==> src/rtl/uart_tx_buf.sv <==
// UART transmitter with a small byte FIFO in front of a start/data/stop framing FSM.
// Define UART_TX_PARITY_EN to insert an even-parity bit after D7 (11-bit frames).
module uart_tx_buf #(
   parameter int unsigned DIV_RATE   = 260,
   parameter int unsigned FIFO_DEPTH = 4
) (
   input  logic       clk,
   input  logic       reset,
   input  logic       wr_en,
   input  logic [7:0] wr_data,
   output logic       full,
   output logic       tx_busy,
   output logic       tx_end,
   output logic       tx
);

   localparam int unsigned AddrW = $clog2(FIFO_DEPTH);
   localparam int unsigned CntW  = AddrW + 1;
   localparam int unsigned DivW  = $clog2(DIV_RATE);

   localparam logic [DivW-1:0] DivLoad  = DivW'(DIV_RATE - 1);
   localparam logic [CntW-1:0] DepthCnt = CntW'(FIFO_DEPTH);

   typedef enum logic [2:0] {
      StIdle,
      StStart,
      StData,
      StParity,
      StStop
   } state_e;

   // ---------------------------------------------------------------------------
   // Transmit FIFO
   // ---------------------------------------------------------------------------
   logic [7:0]       mem_q [FIFO_DEPTH];
   logic [AddrW-1:0] wr_ptr_q;
   logic [AddrW-1:0] rd_ptr_q;
   logic [CntW-1:0]  count_q;
   logic [CntW-1:0]  count_d;
   logic             full_q;
   logic             push;
   logic             pop;
   logic [7:0]       head;

   // A write while full is dropped even if a pop frees a slot in the same cycle.
   assign push = wr_en & ~full_q;
   assign head = mem_q[rd_ptr_q];

   always_comb begin
      count_d = count_q;
      unique case ({push, pop})
         2'b10:   count_d = count_q + 1'b1;
         2'b01:   count_d = count_q - 1'b1;
         default: count_d = count_q;
      endcase
   end

   always_ff @(posedge clk) begin
      if (reset) begin
         wr_ptr_q <= '0;
         rd_ptr_q <= '0;
         count_q  <= '0;
         full_q   <= 1'b0;
      end else begin
         if (push) begin
            wr_ptr_q <= wr_ptr_q + 1'b1;
         end
         if (pop) begin
            rd_ptr_q <= rd_ptr_q + 1'b1;
         end
         count_q <= count_d;
         full_q  <= (count_d == DepthCnt);
      end
   end

   always_ff @(posedge clk) begin
      if (push && !reset) begin
         mem_q[wr_ptr_q] <= wr_data;
      end
   end

   // ---------------------------------------------------------------------------
   // Framing state machine
   // ---------------------------------------------------------------------------
   state_e          state_q;
   logic [DivW-1:0] div_cnt_q;
   logic [2:0]      bit_cnt_q;
   logic [7:0]      shift_q;
   logic            tx_q;
   logic            tx_end_q;
   logic            bit_done;
`ifdef UART_TX_PARITY_EN
   logic            parity_q;
`endif

   assign bit_done = (div_cnt_q == '0);
   assign pop      = (count_q != '0) &&
                     ((state_q == StIdle) || ((state_q == StStop) && bit_done));

   always_ff @(posedge clk) begin
      if (reset) begin
         state_q   <= StIdle;
         div_cnt_q <= '0;
         bit_cnt_q <= '0;
         shift_q   <= '0;
         tx_q      <= 1'b1;
         tx_end_q  <= 1'b0;
`ifdef UART_TX_PARITY_EN
         parity_q  <= 1'b0;
`endif
      end else begin
         tx_end_q <= 1'b0;
         case (state_q)
            StIdle: begin
               tx_q <= 1'b1;
            end
            StStart: begin
               if (!bit_done) begin
                  div_cnt_q <= div_cnt_q - 1'b1;
               end else begin
                  tx_q      <= shift_q[0];
                  shift_q   <= {1'b0, shift_q[7:1]};
                  bit_cnt_q <= '0;
                  div_cnt_q <= DivLoad;
                  state_q   <= StData;
               end
            end
            StData: begin
               if (!bit_done) begin
                  div_cnt_q <= div_cnt_q - 1'b1;
               end else if (bit_cnt_q == 3'd7) begin
                  div_cnt_q <= DivLoad;
                  bit_cnt_q <= '0;
`ifdef UART_TX_PARITY_EN
                  tx_q      <= parity_q;
                  state_q   <= StParity;
`else
                  tx_q      <= 1'b1;
                  state_q   <= StStop;
`endif
               end else begin
                  tx_q      <= shift_q[0];
                  shift_q   <= {1'b0, shift_q[7:1]};
                  bit_cnt_q <= bit_cnt_q + 3'd1;
                  div_cnt_q <= DivLoad;
               end
            end
`ifdef UART_TX_PARITY_EN
            StParity: begin
               if (!bit_done) begin
                  div_cnt_q <= div_cnt_q - 1'b1;
               end else begin
                  tx_q      <= 1'b1;
                  div_cnt_q <= DivLoad;
                  state_q   <= StStop;
               end
            end
`endif
            StStop: begin
               if (!bit_done) begin
                  div_cnt_q <= div_cnt_q - 1'b1;
               end else begin
                  tx_end_q <= 1'b1;
                  tx_q     <= 1'b1;
                  state_q  <= StIdle;
               end
            end
            default: begin
               tx_q    <= 1'b1;
               state_q <= StIdle;
            end
         endcase

         // Loading the next byte overrides the idle/stop defaults above, so a queued
         // byte starts straight after the stop bit with no idle cycle.
         if (pop) begin
            shift_q   <= head;
            tx_q      <= 1'b0;
            div_cnt_q <= DivLoad;
            state_q   <= StStart;
`ifdef UART_TX_PARITY_EN
            parity_q  <= ^head;
`endif
         end
      end
   end

   assign full    = full_q;
   assign tx      = tx_q;
   assign tx_end  = tx_end_q;
   assign tx_busy = (state_q != StIdle) || (count_q != '0);

endmodule

==> config.mk <==
export PLATFORM = sky130hd
export DESIGN_NAME = uart_tx_buf
export DESIGN_NICKNAME = d
export VERILOG_FILES = /design/src/rtl/uart_tx_buf.sv
export SDC_FILE = /design/constraint.sdc
export NUM_CORES = 1
export LEC_CHECK = 0
export CORE_UTILIZATION = 38
export CTS_CLUSTER_DIAMETER = 50
export DETAILED_ROUTE_END_ITERATION = 16
export HOLD_SLACK_MARGIN = 0.15
export SYNTH_ARGS = -nofsm -noshare
export SYNTH_HDL_FRONTEND = slang
export SYNTH_SLANG_ARGS = --single-unit
export TNS_END_PERCENT = 20
==> constraint.sdc <==
create_clock -name clk -period 3.2 [get_ports clk]
set_input_delay 0.32 -clock clk [delete_from_list [all_inputs] [get_ports clk]]
set_output_delay 0.32 -clock clk [all_outputs]
set_load 0.01 [all_outputs]
==> results of run 1 <==
[report_power, final]
group          leakage [nW]  switching (mW)  total [mW]  internal, mW
Sequential            0.577           0.177        1.24          1.06
Combinational         0.573           0.889        1.52         0.630
Clock                 0.103           0.366       0.741         0.375
Total                  1.25            1.43        3.50          2.07
[worst max-delay path by stage]
stage	from	endpoint	slack, ps	cells past startpoint
final	div_cnt_q[0]	full	260	12
after global placement	div_cnt_q[0]	full	400	12
after floorplan	div_cnt_q[0]	full	500	12
after CTS	div_cnt_q[0]	full	280	12
after global routing	div_cnt_q[1]	full	50	12
after detailed placement	div_cnt_q[0]	full	330	12
[worst min-delay path: cells and delay by family (launching register included)]
family / cells / cell delay (ps)
flip-flops: 1 / 320
AO/OA/AOI/OAI: 2 / 130
[kinds of logic after synthesis]
family,count (synthesis),synth area share
AOI/OAI and AO/OA,72,0.159
xor gates and xnor gates,5,0.0139
adders and majority gates,10,0.0421
muxes,11,0.0671
and+or+nand+nor,85,0.162
buffers and inverters,21,0.0290
DFF,67,0.528
[layout make-up]
type                    count  share of cell area
multi-input cells         183               0.387
flip-flops and latches     67               0.460
well taps                 102              0.0353
clock buffers               9              0.0343
repair buffers             20              0.0513
inverters                   9             0.00935
clock inverters             7              0.0232
[flip-flops by register name, indices dropped and copies added, names as in the netlist, named ones only]
name       count
count_q        3
rd_ptr_q       2
shift_q        8
tx             1
state_q        3
full           1
wr_ptr_q       2
tx_end         1
bit_cnt_q      3
mem_q         32
div_cnt_q      9
[cell usage in the layout, fill, tap and decap left out, drive strengths merged, types with 6 or more instances in the layout]
cell	n
o211ai	9
inv	12
o21ai	12
mux4	8
nor3	11
clkdlybuf4s50	14
edfxtp	32
nand2	18
nand3	10
buf	6
ha	9
dfxtp	35
clkbuf	9
a21oi	24
nor2	13
[through the flow]
stage / hold slack (ps) / setup WS (ps) / area, sq um
finish: 488 / 262 / 3610
global route: 513 / 54.8 / 3610
CTS: 491 / 284 / 3610
detailed placement: 480 / 329 / 3400
global placement: 467 / 400 / 3400
floorplan: 419 / 499 / 3150
[layer usage]
metal,vias to the layer above,GRT usage,routed length (um),share of wire
li1,1091,-,-,-
met1,1102,0.203,2990,0.45
met2,66,0.281,3340,0.50
met3,4,0.0512,315,0.047
met4,0,0.0641,53,0.0079
met5,-,0,0,0
==> results, run 1 <==
- The longest individual stage delay on the worst path is about 560 ps.
- The most common cell in the synthesized netlist is sky130_fd_sc_hd__dfxtp_1.
- The share of synthesized area in the top cell type comes to 0.305.
- In this run the tightest slew margin relative to its limit is 0.550.
- The area of the core region is a little under 0.008 sq mm.
- Timing would allow up to 340 MHz.
- The startpoint identified for the worst register-to-register timing path is div_cnt_q[0].
- The worst hold path begins at bit_cnt_q[1].
- The number of hold buffers added after CTS was 0.
- The async set or reset register ratio after synthesis is 0.
- The number of antenna diodes in the final layout is 0.
- The kind of cell adding the most delay to the critical path is simple AND/OR/NAND/NOR gates.
- The worst flop-to-flop path endpoint is full.
- The post-CTS setup-driven buffer insertion count is 0.
- The area added between synthesis and finish is 14.7%.
- The kind of path behind the tightest hold check is reg -> reg.
- After detailed routing, the number of remaining DRC violations is 0.
- The sort of element at the start of the critical path is a flip-flop.
- After routing, the total negative slack on setup checks comes to 0 ps.
- Across the run, the number of max-cap violations was 0.
- The aggregate routed wire length is around 6.7 mm.
- The data arrival time of the critical path is 3220 ps.
- Measured in cells, the most critical reg-to-reg path has a length of 12.
- The total of endpoints with negative setup slack in the final report is 0.
- Measured along the y axis, the die boundary spans slightly above 90 um.
- 15 I/O pins were placed.
- The total grt overflow is 0.
- In the finished design, the share of the clock period the worst path needs comes to 0.918.
- Setup repair after global routing left no endpoint under its margin.
- The leading area contributor after synthesis is sky130_fd_sc_hd__edfxtp_1.
- The worst setup path is of the reg -> reg kind.
- The worst clock skew is around 6.8 ps.
- Fill cells in the final layout number a little over 700.
- The total instance count after detailed placement is about 380.
- The area of the die is slightly below 0.009 sq mm.
- For this run, the register share of the synthesized area comes to 0.528.
- The first global-routing pass estimated 10.9 mm of wire.
- The critical path required time is 3480 ps.
- The maximum VDD drop is around 0.4 mV.
- The number of endpoints with negative hold slack in the final report was 0.
- Clock tree synthesis inserted a total of 9 buffers.
- TritonCTS built the clock tree.
- The standby leakage power is 1.25 nW.
- The number of synthesized flops with an enable pin is 32.
- The number of stages on the worst hold path is 2.
- The largest individual stage delay along the critical path comes from the cell sky130_fd_sc_hd__or4b_4.
- The clock transition time at the flip-flop clock pins of the worst setup and hold paths is about 80 ps.
- For this run, the detailed router's first-pass iteration total came to 4.
- Synthesis instantiated 57 different standard cells from the library.
- The count of nets left with antenna violations after detail routing is 0.
- The post-synthesis register bit count is 67.
- The cell count after synthesis is 271.
- The minimum clock period is 2940 ps.
- The number of standard cells in the layout, taps in and fillers out is approximately 400.
- The most used cell along the critical path is sky130_fd_sc_hd__ha_1.
- Counting every net in the synthesized netlist gives approximately 290.
- After floorplanning, the core was divided into 32 placement rows.
- The cell chosen for the clock root is sky130_fd_sc_hd__clkbuf_8.
- The synthesized area is 0.00315 sq mm.
- The run finished with clean final reports.
- The detailed-route vias per instance is 5.70.
- The count of final max-slew check failures is 0.
- After synthesis, the cell types taking the most area are sky130_fd_sc_hd__edfxtp_1, sky130_fd_sc_hd__dfxtp_1, sky130_fd_sc_hd__mux4_2.
- The iteration-0 DRC count of the detailed router is 173.
- After detailed routing, the average wire length per cell comes to around 17 um.
- The number of buffers and inverters on the critical path is 2.
- Clock tree synthesis found a total of 67 sinks.
- A synthesized cell averages about 12 sq um.
- Summing internal, switching and leakage power gives approximately 3.5 mW.
- Routability-driven placement finished with a final weighted congestion of between 0.9 and 1.
- The number of global-route vias before repair is 2183.
- The most used flip-flop cell after synthesis is sky130_fd_sc_hd__dfxtp_1.
- The signal on the critical path passes through inv_1 > ha_1 > or4b_4 > o21ai_4 > nand2_2 > inv_2 > ha_1 > fa_1 > xnor2_1 > or3_1 > a21oi_1 > nor2b_1.
- The area occupied by multi-input gates is around 0.0014 sq mm.
- Gates resized during post-CTS repair numbered 0.
- The setup check on the worst reg-to-reg path leaves a slack of about 260 ps.
- The final route contains between 2000 and 2500 vias.
- The number of warnings reported in the yosys synthesis log is 0.
- STA classifies the critical path endpoint as a flip-flop.
- The sequential cells in the finished layout cover a total of approximately 0.0017 sq mm.
- The end of the worst hold path is bit_cnt_q[1].
- At the pin with the least slew margin, the transition time is about 670 ps.
- The largest fanout on the critical path is 7.
- In this run the power density over the cells is around 970 mW/mm^2.
- The H-tree was split into 3 levels.
- The number of input and output port buffers inserted is 14.
- The share of layout cells above drive strength 1 is 0.149.
- The starting density of the core is 0.399.
- The post-detailed-placement half-perimeter wirelength is approximately 4.5 mm.
- Across every metal layer, demand over resource in global routing totals 0.168.
- The number of buffers on the longest clock path is 2.
- The number of nets in the finished design is between 300 and 400.
- The number of antenna violations at the first check in global routing is 0.
- Clock latency on the worst-skew pair, taken at its later pin, is roughly 340 ps.
- Measured along the x axis, the die boundary spans between 90 and 100 um.
- Ranked by instance count, the synthesized netlist is headed by sky130_fd_sc_hd__dfxtp_1, sky130_fd_sc_hd__edfxtp_1, sky130_fd_sc_hd__a21oi_1, sky130_fd_sc_hd__nand2_1, sky130_fd_sc_hd__nor2_1.
- The largest net degree at the start of global routing is 31.
- The fraction of the core area covered by cells at the end of the flow is 0.458.
Note: power is estimated with default switching activity, not from simulation.
==> inputs of run 2 (changes only) <==
Settings changed: GPL_ROUTABILITY_DRIVEN set to 0.
==> results of run 2 <==
The final DEF is identical to that of run 1; final timing and power are the same.
==> patch (flow settings as in run 1) <==
Encoding of `state_e`: now one-hot (5 bits for 5 states).
--- a/src/rtl/uart_tx_buf.sv
+++ b/src/rtl/uart_tx_buf.sv
@@ -21,12 +21,12 @@
    localparam logic [DivW-1:0] DivLoad  = DivW'(DIV_RATE - 1);
    localparam logic [CntW-1:0] DepthCnt = CntW'(FIFO_DEPTH);
 
-   typedef enum logic [2:0] {
-      StIdle,
-      StStart,
-      StData,
-      StParity,
-      StStop
+   typedef enum logic [4:0] {
+      StIdle   = 5'b00001,
+      StStart  = 5'b00010,
+      StData   = 5'b00100,
+      StParity = 5'b01000,
+      StStop   = 5'b10000
    } state_e;
 
    // ---------------------------------------------------------------------------
Formal check against the unedited RTL: no difference found for any inputs over 10 cycles, from zero or initial values and one cycle with reset high; not proved beyond that.
==> patch against run 1 <==
Synthesized cell count rose by 5.9%; sequential cell count increased by 1; largest cell class unchanged; utilization decreased by 0.73 points; combinational power shrank 19%; routed wire length shrank 3.3%; sequential share of layout area decreased by 1.0 points; critical endpoint unchanged; synthesized area grew 4.1%; worst setup slack improved by 0.13 ns; total power is 9.3% lower; clock skew is 0.0011 ns higher; final area is 3.5% higher; via count up 1.5%.
==> patch: results <==
export IMPL_outcome="finished, final reports clean"
export IMPL_crit_fanout=6
export IMPL_synth_top_family_by_area="compound AO/OA/AOI/OAI gates"
export IMPL_holdWs_ns=0.481
export IMPL_syn_avg_cell_area_um2=11.4
export IMPL_grt_max_degree=20
export IMPL_cts_buffers=9
export IMPL_ys_seq_area_share_pct=51.3
export IMPL_wl_met2_um=2990
export IMPL_post_drt_wl_per_cell_um=15.6
export IMPL_drt_iter0_drc=171
export IMPL_max_stage_delay_ns=0.47
export IMPL_cp_arrival_ns=3.08
export IMPL_vias_per_cell=5.52
export IMPL_clkPwrFrac_pct=23.1
export IMPL_power_w=0.00318
export IMPL_crit_path_start="count_q[0]"
export IMPL_cp_slowest_cell="or3_1"
export IMPL_rrSetupSlack_ns=0.40
export IMPL_top_regs="mem_q: 32 flops, div_cnt_q: 9 flops, shift_q: 8 flops"
export IMPL_synth_area_leaders="edfxtp_1 29%, dfxtp_1 22%, mux4_2 5.5%"
export IMPL_m1WireLength_um=3200
export IMPL_cts_resized=0
export IMPL_syn_num_nets=308
export IMPL_drive_above_1_share_pct=16.1
export IMPL_p_leak_nw=1.30
export IMPL_synth_xor_area_share_pct=1.34
export IMPL_hold_class="reg2reg"
export IMPL_track_usage_pct=16.0
export IMPL_synthTopCellsByCount="36 x dfxtp_1, 32 x edfxtp_1, 19 x inv_1"
export IMPL_placed_cell_area_mm2=0.00354
export IMPL_finalNetCount=327
export IMPL_slew_headroom_pct=56.2
export IMPL_place_congestion=0.818
export IMPL_synthAdderAreaFrac_pct=4.04
export IMPL_synth_compound_area_share_pct=16.1
export IMPL_place_hpwl_um=4440
export IMPL_route_met3_wl_um=193
[patch: cell types whose count changed after synthesis, sizes merged, moves of 4 or more]
| cell | before | now |
|---|---|---|
| nand2 | 18 | 14 |
| o211ai | 9 | 3 |
| nand3 | 10 | 15 |
| a211oi | 1 | 8 |
| nor3 | 11 | 6 |
| nor4 | 5 | 1 |
| a21oi | 24 | 16 |
| o311ai | 1 | 5 |
| nor2b | 4 | 9 |
| inv | 8 | 19 |
[patch: final cells by class]
cell class / instances / share of cell area [%]
Timing Repair Buffer: 23 / 5.55
Clock buffer: 9 / 3.31
Tap cell: 105 / 3.51
Clock inverter: 7 / 2.14
Sequential cell: 68 / 45.0
Multi-Input combinational cell: 185 / 38.6
Inverter: 19 / 1.91
[patch: layer usage]
metal	global-route usage, %	up-vias
met5	0	-
met4	6.44	0
met3	4.03	8
met2	26.0	43
met1	20.4	1127
li1	-	1120
[patch: tightest hold or removal path, stage by stage, from the launching register on]
cell and delay (ns):
dfxtp_1 0.31, o21ai_0 0.07, a21oi_1 0.06
